===== config.mk =====
export PLATFORM = sky130hd
export DESIGN_NAME = sdram_arb2
export DESIGN_NICKNAME = d
export VERILOG_FILES = /design/src/rtl/sdram_arb2.sv
export SDC_FILE = /design/constraint.sdc
export NUM_CORES = 1
export LEC_CHECK = 0
export ABC_AREA = 1
export BUFFER_PORTS_ARGS = -buffer_cell sky130_fd_sc_hd__buf_2
export CORE_ASPECT_RATIO = 0.7
export CORE_MARGIN = 3
export CORE_UTILIZATION = 35
export DETAILED_ROUTE_END_ITERATION = 7
export PLACE_DENSITY = 0.67
export SYNTH_ARGS = -nofsm -noshare
export SYNTH_HDL_FRONTEND = slang
export SYNTH_SLANG_ARGS = --single-unit

===== constraint.sdc =====
create_clock -name clk -period 2.8 [get_ports clk]
set_input_delay 0.28 -clock clk [delete_from_list [all_inputs] [get_ports clk]]
set_output_delay 0.28 -clock clk [all_outputs]
set_load 0.01 [all_outputs]

===== src/rtl/sdram_arb2.sv =====
// Two-client round-robin arbiter in front of the single sdram_ctrl request/ack port.
// Serialises single-word accesses, routes ack/read data back to the owner, and aborts hung accesses.
module sdram_arb2 #(
    parameter int ADDR_W      = 24,
    parameter int DATA_W      = 16,
    parameter int TIMEOUT_CYC = 1023
) (
    input  logic              clk,
    input  logic              reset,

    input  logic              c0_req,
    input  logic [ADDR_W-1:0] c0_addr,
    input  logic              c0_rh_wl,
    input  logic [DATA_W-1:0] c0_data_w,
    output logic              c0_ack,
    output logic              c0_err,
    output logic [DATA_W-1:0] c0_data_r,
    output logic              c0_data_r_en,

    input  logic              c1_req,
    input  logic [ADDR_W-1:0] c1_addr,
    input  logic              c1_rh_wl,
    input  logic [DATA_W-1:0] c1_data_w,
    output logic              c1_ack,
    output logic              c1_err,
    output logic [DATA_W-1:0] c1_data_r,
    output logic              c1_data_r_en,

    output logic              sdram_req,
    output logic [ADDR_W-1:0] sdram_addr,
    output logic              sdram_rh_wl,
    output logic [DATA_W-1:0] sdram_data_w,
    input  logic              sdram_ack,
    input  logic [DATA_W-1:0] sdram_data_r,
    input  logic              sdram_data_r_en,

    output logic              timeout_flag
);

    localparam int WD_W = (TIMEOUT_CYC > 2) ? $clog2(TIMEOUT_CYC) : 1;

    typedef enum logic [1:0] {
        S_IDLE,
        S_ISSUE,
        S_WAIT,
        S_DONE
    } state_t;

    state_t            state_q;
    logic              owner_q;
    logic              prio_q;
    logic [WD_W-1:0]   wd_q;
    logic [1:0]        ack_q;
    logic [1:0]        err_q;
    logic              req_q;
    logic              flag_q;
    logic [ADDR_W-1:0] addr_q;
    logic              rh_wl_q;
    logic [DATA_W-1:0] data_w_q;

    logic              any_req_d;
    logic              grant_d;
    logic              in_xfer;

    // A tie goes to the favoured client; otherwise whoever is asking wins.
    always_comb begin
        any_req_d = c0_req | c1_req;
        grant_d   = (c0_req & c1_req) ? prio_q : c1_req;
    end

    // NOTE: every register here is assigned with <= so all of them update from the same pre-edge values.
    always_ff @(posedge clk) begin
        if (reset) begin
            state_q  <= S_IDLE;
            owner_q  <= 1'b0;
            prio_q   <= 1'b0;
            wd_q     <= '0;
            ack_q    <= '0;
            err_q    <= '0;
            req_q    <= 1'b0;
            flag_q   <= 1'b0;
            addr_q   <= '0;
            rh_wl_q  <= 1'b1;
            data_w_q <= '0;
        end else begin
            case (state_q)
                S_IDLE: begin
                    if (any_req_d) begin
                        owner_q  <= grant_d;
                        prio_q   <= ~grant_d;
                        addr_q   <= grant_d ? c1_addr   : c0_addr;
                        rh_wl_q  <= grant_d ? c1_rh_wl  : c0_rh_wl;
                        data_w_q <= grant_d ? c1_data_w : c0_data_w;
                        req_q    <= 1'b1;
                        state_q  <= S_ISSUE;
                    end
                end
                S_ISSUE: begin
                    req_q   <= 1'b0;
                    wd_q    <= '0;
                    state_q <= S_WAIT;
                end
                S_WAIT: begin
                    if (sdram_ack) begin
                        ack_q[owner_q] <= 1'b1;
                        state_q        <= S_DONE;
                    end else if (wd_q == WD_W'(TIMEOUT_CYC - 1)) begin
                        ack_q[owner_q] <= 1'b1;
                        err_q[owner_q] <= 1'b1;
                        flag_q         <= 1'b1;
                        state_q        <= S_DONE;
                    end else begin
                        wd_q <= wd_q + WD_W'(1);
                    end
                end
                S_DONE: begin
                    ack_q   <= '0;
                    err_q   <= '0;
                    state_q <= S_IDLE;
                end
                default: state_q <= S_IDLE;
            endcase
        end
    end

    // Read data is only forwarded while a read access of that client is in flight or completing.
    assign in_xfer = (state_q == S_WAIT) || (state_q == S_DONE);

    assign c0_ack       = ack_q[0];
    assign c1_ack       = ack_q[1];
    assign c0_err       = err_q[0];
    assign c1_err       = err_q[1];
    assign c0_data_r    = sdram_data_r;
    assign c1_data_r    = sdram_data_r;
    assign c0_data_r_en = sdram_data_r_en & rh_wl_q & ~owner_q & in_xfer;
    assign c1_data_r_en = sdram_data_r_en & rh_wl_q &  owner_q & in_xfer;

    assign sdram_req    = req_q;
    assign sdram_addr   = addr_q;
    assign sdram_rh_wl  = rh_wl_q;
    assign sdram_data_w = data_w_q;
    assign timeout_flag = flag_q;

endmodule


# Word-level counts from Yosys, hierarchy flattened
# Cells that the tools add are included.
[word_totals] word_cells=69 latchBits=0 mem_bits_ro=0 out_inout_bits=81 memories=0 ramBits=0 inputBits=104 ff_bits=61
[op_classes] reduce_logical=13 n_div=0 n_mux=21 n_eq_ne=9 bitwise_logic=12 n_addsub=1 multipliers=0 shift=0 n_lt_le_gt_ge=2
[ops] cell="$mux 24" n=1
[ops] cell="$mux 10" n=2
[ops] cell="$pmux 10 s2" n=1
[ops] cell="$mux 16" n=1
[ops] cell="$mux 2" n=7
[ops] cell="$add 10x1->10 const B" n=1
[ops] cell="$eq 10x10->1 const B" n=1
[ops] cell="$reduce_and 3->1" n=3
[ops] cell="$ne 2x2->1 const B" n=4
[ops] cell="$pmux 2 s2" n=2
[ops] cell="$pmux 2 s4" n=1
[ops] cell="$reduce_and 2->1" n=4
[ops] cell="$and 1x1->1" n=6
[ops] cell="$reduce_bool 2->1" n=3
[ops] cell="$eq 2x2->1 const B" n=2
[ops] cell="$mux 1" n=4
[ops] cell="$or 2x2->2" n=2
[ops] cell="$ne 3x3->1 const B" n=1
[ops] cell="$not 1->1" n=3
[ops] cell="$eq 2x1->1 const B" n=1
[ops] cell="$logic_not 2->1" n=1
[ops] cell="$lt 1x2->1 const B" n=1
[ops] cell="$pmux 1 s2" n=1
[ops] cell="$demux 1 s1" n=1
[ops] cell="other kinds (4)" n=4

# Depth between registers and ports, before layout
[depth] depth_word=8 mapped_depth=10 depth_no_buf=9

# Worst setup path after synthesis
# OpenSTA, ideal clock, no wires.
[synth_timing] kind="reg2reg" from="register state_q[0]" to="register state_q[0]" setup_ns=0.115 arrival_time_ns=1.283 t_required_ns=2.685 synth_period_minus_slack_ns=1.398 n_path_buf=1 slack_ns=1.402 stages_incl_launch_ff=9 path_cell_list="dfxtp_1 inv_1 ha_1 inv_1 nor2_1 nand2_4 buf_8 a21oi_1 nor2_1"
[synth_between] elab_chain_cells=3
[synth_lines] item="start: declaration" line="49" source="state_t state_q;"
[synth_lines] item="start signal: assignment" line="74" source="state_q <= S_IDLE;"
[synth_lines] item="start signal: assignment" line="95" source="state_q <= S_ISSUE;"
[synth_lines] item="start signal: assignment" line="101" source="state_q <= S_WAIT;"
[synth_lines] item="$eq 2x2->1 / $logic_not 2->1 (equally long branches)" line="86" source="case (state_q)"
[synth_lines] item="$ne 3x3->1 (no line) / $ne 2x2->1 (equally long branches)"
[synth_lines] item="$reduce_and 2->1 (no line)"
# Parallel ways exist; a longest one is shown, timed or not.
# A chain may end at the register's enable or synchronous reset.

# Final worst setup path
[layout_timing] from="register state_q[0]" to="register addr_q[12], in the netlist sdram_addr[12]"
[layout_between] elab_chain_cells=2
[layout_lines] item="$logic_not 2->1" line="86"
[layout_lines] item="$reduce_and 2->1 (no line)"
[layout_lines] item="end signal: assignment" line="91" source="addr_q <= grant_d ? c1_addr : c0_addr;"
[layout_lines] item="end: declaration" line="57" source="logic [ADDR_W-1:0] addr_q;"
# No other way between the ends.

==> impl_summary.md <==
Detailed routing
The number of nets still failing antenna checks after routing is 0. The per-cell via count in the routed design is 4.63. The number of iterations in the first detailed-routing pass is 5. The first-iteration detailed-routing DRC count is 145. The routed layout has 3,024 vias. After detailed routing, the number of remaining DRC violations is 0.

Dividing the detail-routed wire length by the instance count gives 12.3 um. The routed design has 8050 um of wire.

CTS
The H-tree depth is 3. The number of setup buffers added after CTS is 0. Once the clock tree was built, the resizer swapped 0 gates to a different size. The clock root buffer master is sky130_fd_sc_hd__clkbuf_16. The insertion delay to the later sink of the worst-skew pair is 0.32 ns. The clock-pin slew on the worst setup and hold paths is 0.05 ns. TritonCTS built the clock tree. The count of clock tree sinks is 61. In this run, CTS created clock tree buffers numbering 9. No sink is reached through more buffers than the 2 on the longest clock path. In this run, post-CTS hold repair placed 0 buffers.

Layout
At the end of the flow the core is filled with cells to 48.0%. The ratio of cells with drive above 1 in the final layout is 31.8%. In the final layout, flip-flops and latches occupy 1220 um^2. The library cell used most frequently in the layout, excluding fill and tap cells, is sky130_fd_sc_hd__nand2_1.

0 antenna diodes ended up in the layout. Summing all multi-input logic gate instances after layout gives 1410 um^2. The layout overhead on the synthesized area is 28.2%. The filler cells instantiated in the layout total 824. The top cell types in the final layout, fill and taps aside, are sky130_fd_sc_hd__nand2_1 (169), sky130_fd_sc_hd__buf_2 (136), sky130_fd_sc_hd__dfxtp_1 (61), sky130_fd_sc_hd__a31oi_1 (35), sky130_fd_sc_hd__inv_1 (28).

The number of nets in the layout is 643.

Die
The die covers 9960 um^2. The horizontal die dimension is 118 um. The I/O pin total is 185. The number of cell rows is 27. The height of the die is 84.4 um.

The placeable core region is 8210 um^2. For this configuration, the core starts out at a cell density of 37.4%.

Synthesis
After synthesis, the largest area contributor takes up 39.7% of total cell area. The synthesized design contains 0 enable-type register cells. Synthesis produced a netlist whose cell count is 433. For this run, the number of Yosys warnings is 0.

The predominant post-synthesis flop cell is sky130_fd_sc_hd__dfxtp_1. The unique cell type count in the Yosys netlist is 29. The share of cell area taken by muxes after synthesis is 0%. The post-synthesis instance area is 3070 um^2. Of all cell types, the one taking the most synthesized area is sky130_fd_sc_hd__dfxtp_1. The sequential element share of the synthesized area is 39.7%. Ranked by total cell area, the synthesized netlist is headed by sky130_fd_sc_hd__dfxtp_1 (40%), sky130_fd_sc_hd__nand2_1 (21%), sky130_fd_sc_hd__buf_4 (7.8%), sky130_fd_sc_hd__a31oi_1 (7.1%), sky130_fd_sc_hd__nand3_1 (3.7%). Of the total synthesized cell area, the portion taken by full adders, half adders and majority gates is 2.85%.

The simple-gate share of the synthesized area is 30.0%. Summing the areas of all xor and xnor instances in the mapped netlist gives 0.570% of the synthesized area. When the netlist entered floorplanning its net count stood at 544. The average instance area after synthesis is 7.10 um^2. The proportion of register bits with asynchronous set or reset after synthesis is 0%. Synthesis inferred 61 register bits. The area fraction in compound gates after synthesis is 12.2%. The combinational family with the most area after synthesis is simple AND/OR/NAND/NOR gates.

Min path
The tightest min-delay check is of the in -> reg type. The number of cells on the worst hold path is 3.

Critical path
At the worst endpoint, the arrival time is 2.05 ns. The highest net fanout along the worst path is 42. STA classifies the critical path endpoint as a flip-flop. The depth of the worst register-to-register path is 7. STA puts the critical path data required time at 3.04 ns. The classification of the worst setup path is reg -> reg. The sort of element at the start of the critical path is a flip-flop.

GRT
The number of antenna violations at the first check in global routing is 0. The largest net degree at the start of global routing is 51. For this run the aggregate overflow at the end of global routing stands at 0.

The first global-routing pass estimated 13,300 um of wire. The number of global-route vias before repair is 2,887. Across every metal layer, demand over resource in global routing totals 16.2%.

Timing
The number of hold violations in the final report is 0. Between clock sinks in the finished design, the worst skew comes to 0.00417 ns. The fmax is 551 MHz. The count of final max-slew check failures is 0. The total negative setup slack is 0 ns. After layout, the worst path uses 64.8% of the clock period.

The worst path needs 1.82 ns of the cycle, external delays included. Measured against its own limit, the worst slew margin works out to 52.8%. The smallest hold slack is 0.178 ns. Setup repair after global routing left no endpoint under its margin. The total of endpoints with negative setup slack in the final report is 0. The slew at the pin with the worst max-slew slack is 0.707 ns.

Power
In this run the static leakage power is 1.85 nW. The worst IR drop on VDD is 0.000354 V. After layout, the design draws a total of 3.59 mW.

For this design the ratio of total power to cell area is 912 nW/um^2.

Place
The placed wire-length estimate after detailed placement is 5640 um. The count of buffers from port buffering is 136. The last weighted congestion value of the routability-driven placer is 0.764.

Run status
The run finished with clean final reports.

Run
Across the run, the number of max-cap violations was 0.
## final cells by class
cell class | instances | area share (%)
Multi-Input combinational cell | 291 | 35.8
Sequential cell | 61 | 31.0
Timing Repair Buffer | 139 | 17.8
Clock buffer | 9 | 5.71
Tap cell | 116 | 3.68
Clock inverter | 7 | 3.14
Inverter | 30 | 2.86
## power by group
group          switching, mW  total (mW)  internal [mW]
clock network          0.399        1.27          0.873
registers              0.110        1.17           1.06
logic                  0.743        1.15          0.409
## cells in the mapped netlist, types with 5 or more instances
cell                       instances
sky130_fd_sc_hd__nand3_1          23
sky130_fd_sc_hd__nand2_1         169
sky130_fd_sc_hd__ha_1              7
sky130_fd_sc_hd__buf_2            12
sky130_fd_sc_hd__dfxtp_1          61
sky130_fd_sc_hd__inv_1            28
sky130_fd_sc_hd__buf_4            32
sky130_fd_sc_hd__a31oi_1          35
sky130_fd_sc_hd__clkbuf_1          6
sky130_fd_sc_hd__a21oi_2           5
sky130_fd_sc_hd__a21oi_1          15
sky130_fd_sc_hd__nor2_1           15
## sequential cells by signal, summed over array words and instances, names as in the netlist
signal,flops
state_q,2
ack_q,2
timeout_flag,1
sdram_rh_wl,1
sdram_data_w,16
prio_q,1
owner_q,1
wd_q,10
sdram_addr,24
err_q,2
sdram_req,1
## layer usage
layer  routed length [um]  vias up  track usage [%]
li1                     -     1569                -
met4                  110        0             6.06
met1                 3790     1299             20.0
met5                    0        -                0
met2                 3440      147             26.1
met3                  718        9             5.79
## metrics by stage
step / cell area, um^2 / std cells / setup slack, ns
floorplan: 3070 / 433 / 1.40
global placement: 3590 / 637 / 1.06
detailed placement: 3590 / 637 / 0.981
CTS: 3940 / 653 / 0.966
global route: 3940 / 653 / 0.782
finish: 3940 / 653 / 0.985
## worst paths after layout
path                                                start                     endpoint  slack (ns)
worst min-delay path                             c1_rh_wl     sdram_rh_wl$_SDFFE_PP1P_        0.18
worst min register to register  timeout_flag$_SDFFE_PP0P_    timeout_flag$_SDFFE_PP0P_        0.45
worst max-delay path              state_q[0]$_SDFFE_PP0P_  sdram_addr[12]$_SDFFE_PP0P_        0.98
worst max register to register    state_q[0]$_SDFFE_PP0P_  sdram_addr[12]$_SDFFE_PP0P_        0.98
## cell families after synthesis
| group | Yosys count |
|---|---|
| xor gates and xnor gates | 2 |
| DFF | 61 |
| buffers and inverters | 81 |
| adders and majority gates | 7 |
| and+or+nand+nor | 222 |
| AOI/OAI and AO/OA | 60 |
## worst max-delay path: stages, from the launching register on
cell and delay, ns:
sky130_fd_sc_hd__dfxtp_1 0.33, sky130_fd_sc_hd__inv_1 0.11, sky130_fd_sc_hd__ha_1 0.25, sky130_fd_sc_hd__o21ai_4 0.20, sky130_fd_sc_hd__nor2_4 0.14, sky130_fd_sc_hd__buf_4 0.39, sky130_fd_sc_hd__nand2_1 0.09, sky130_fd_sc_hd__a31oi_1 0.20
Power figures use the tool's default switching activity.
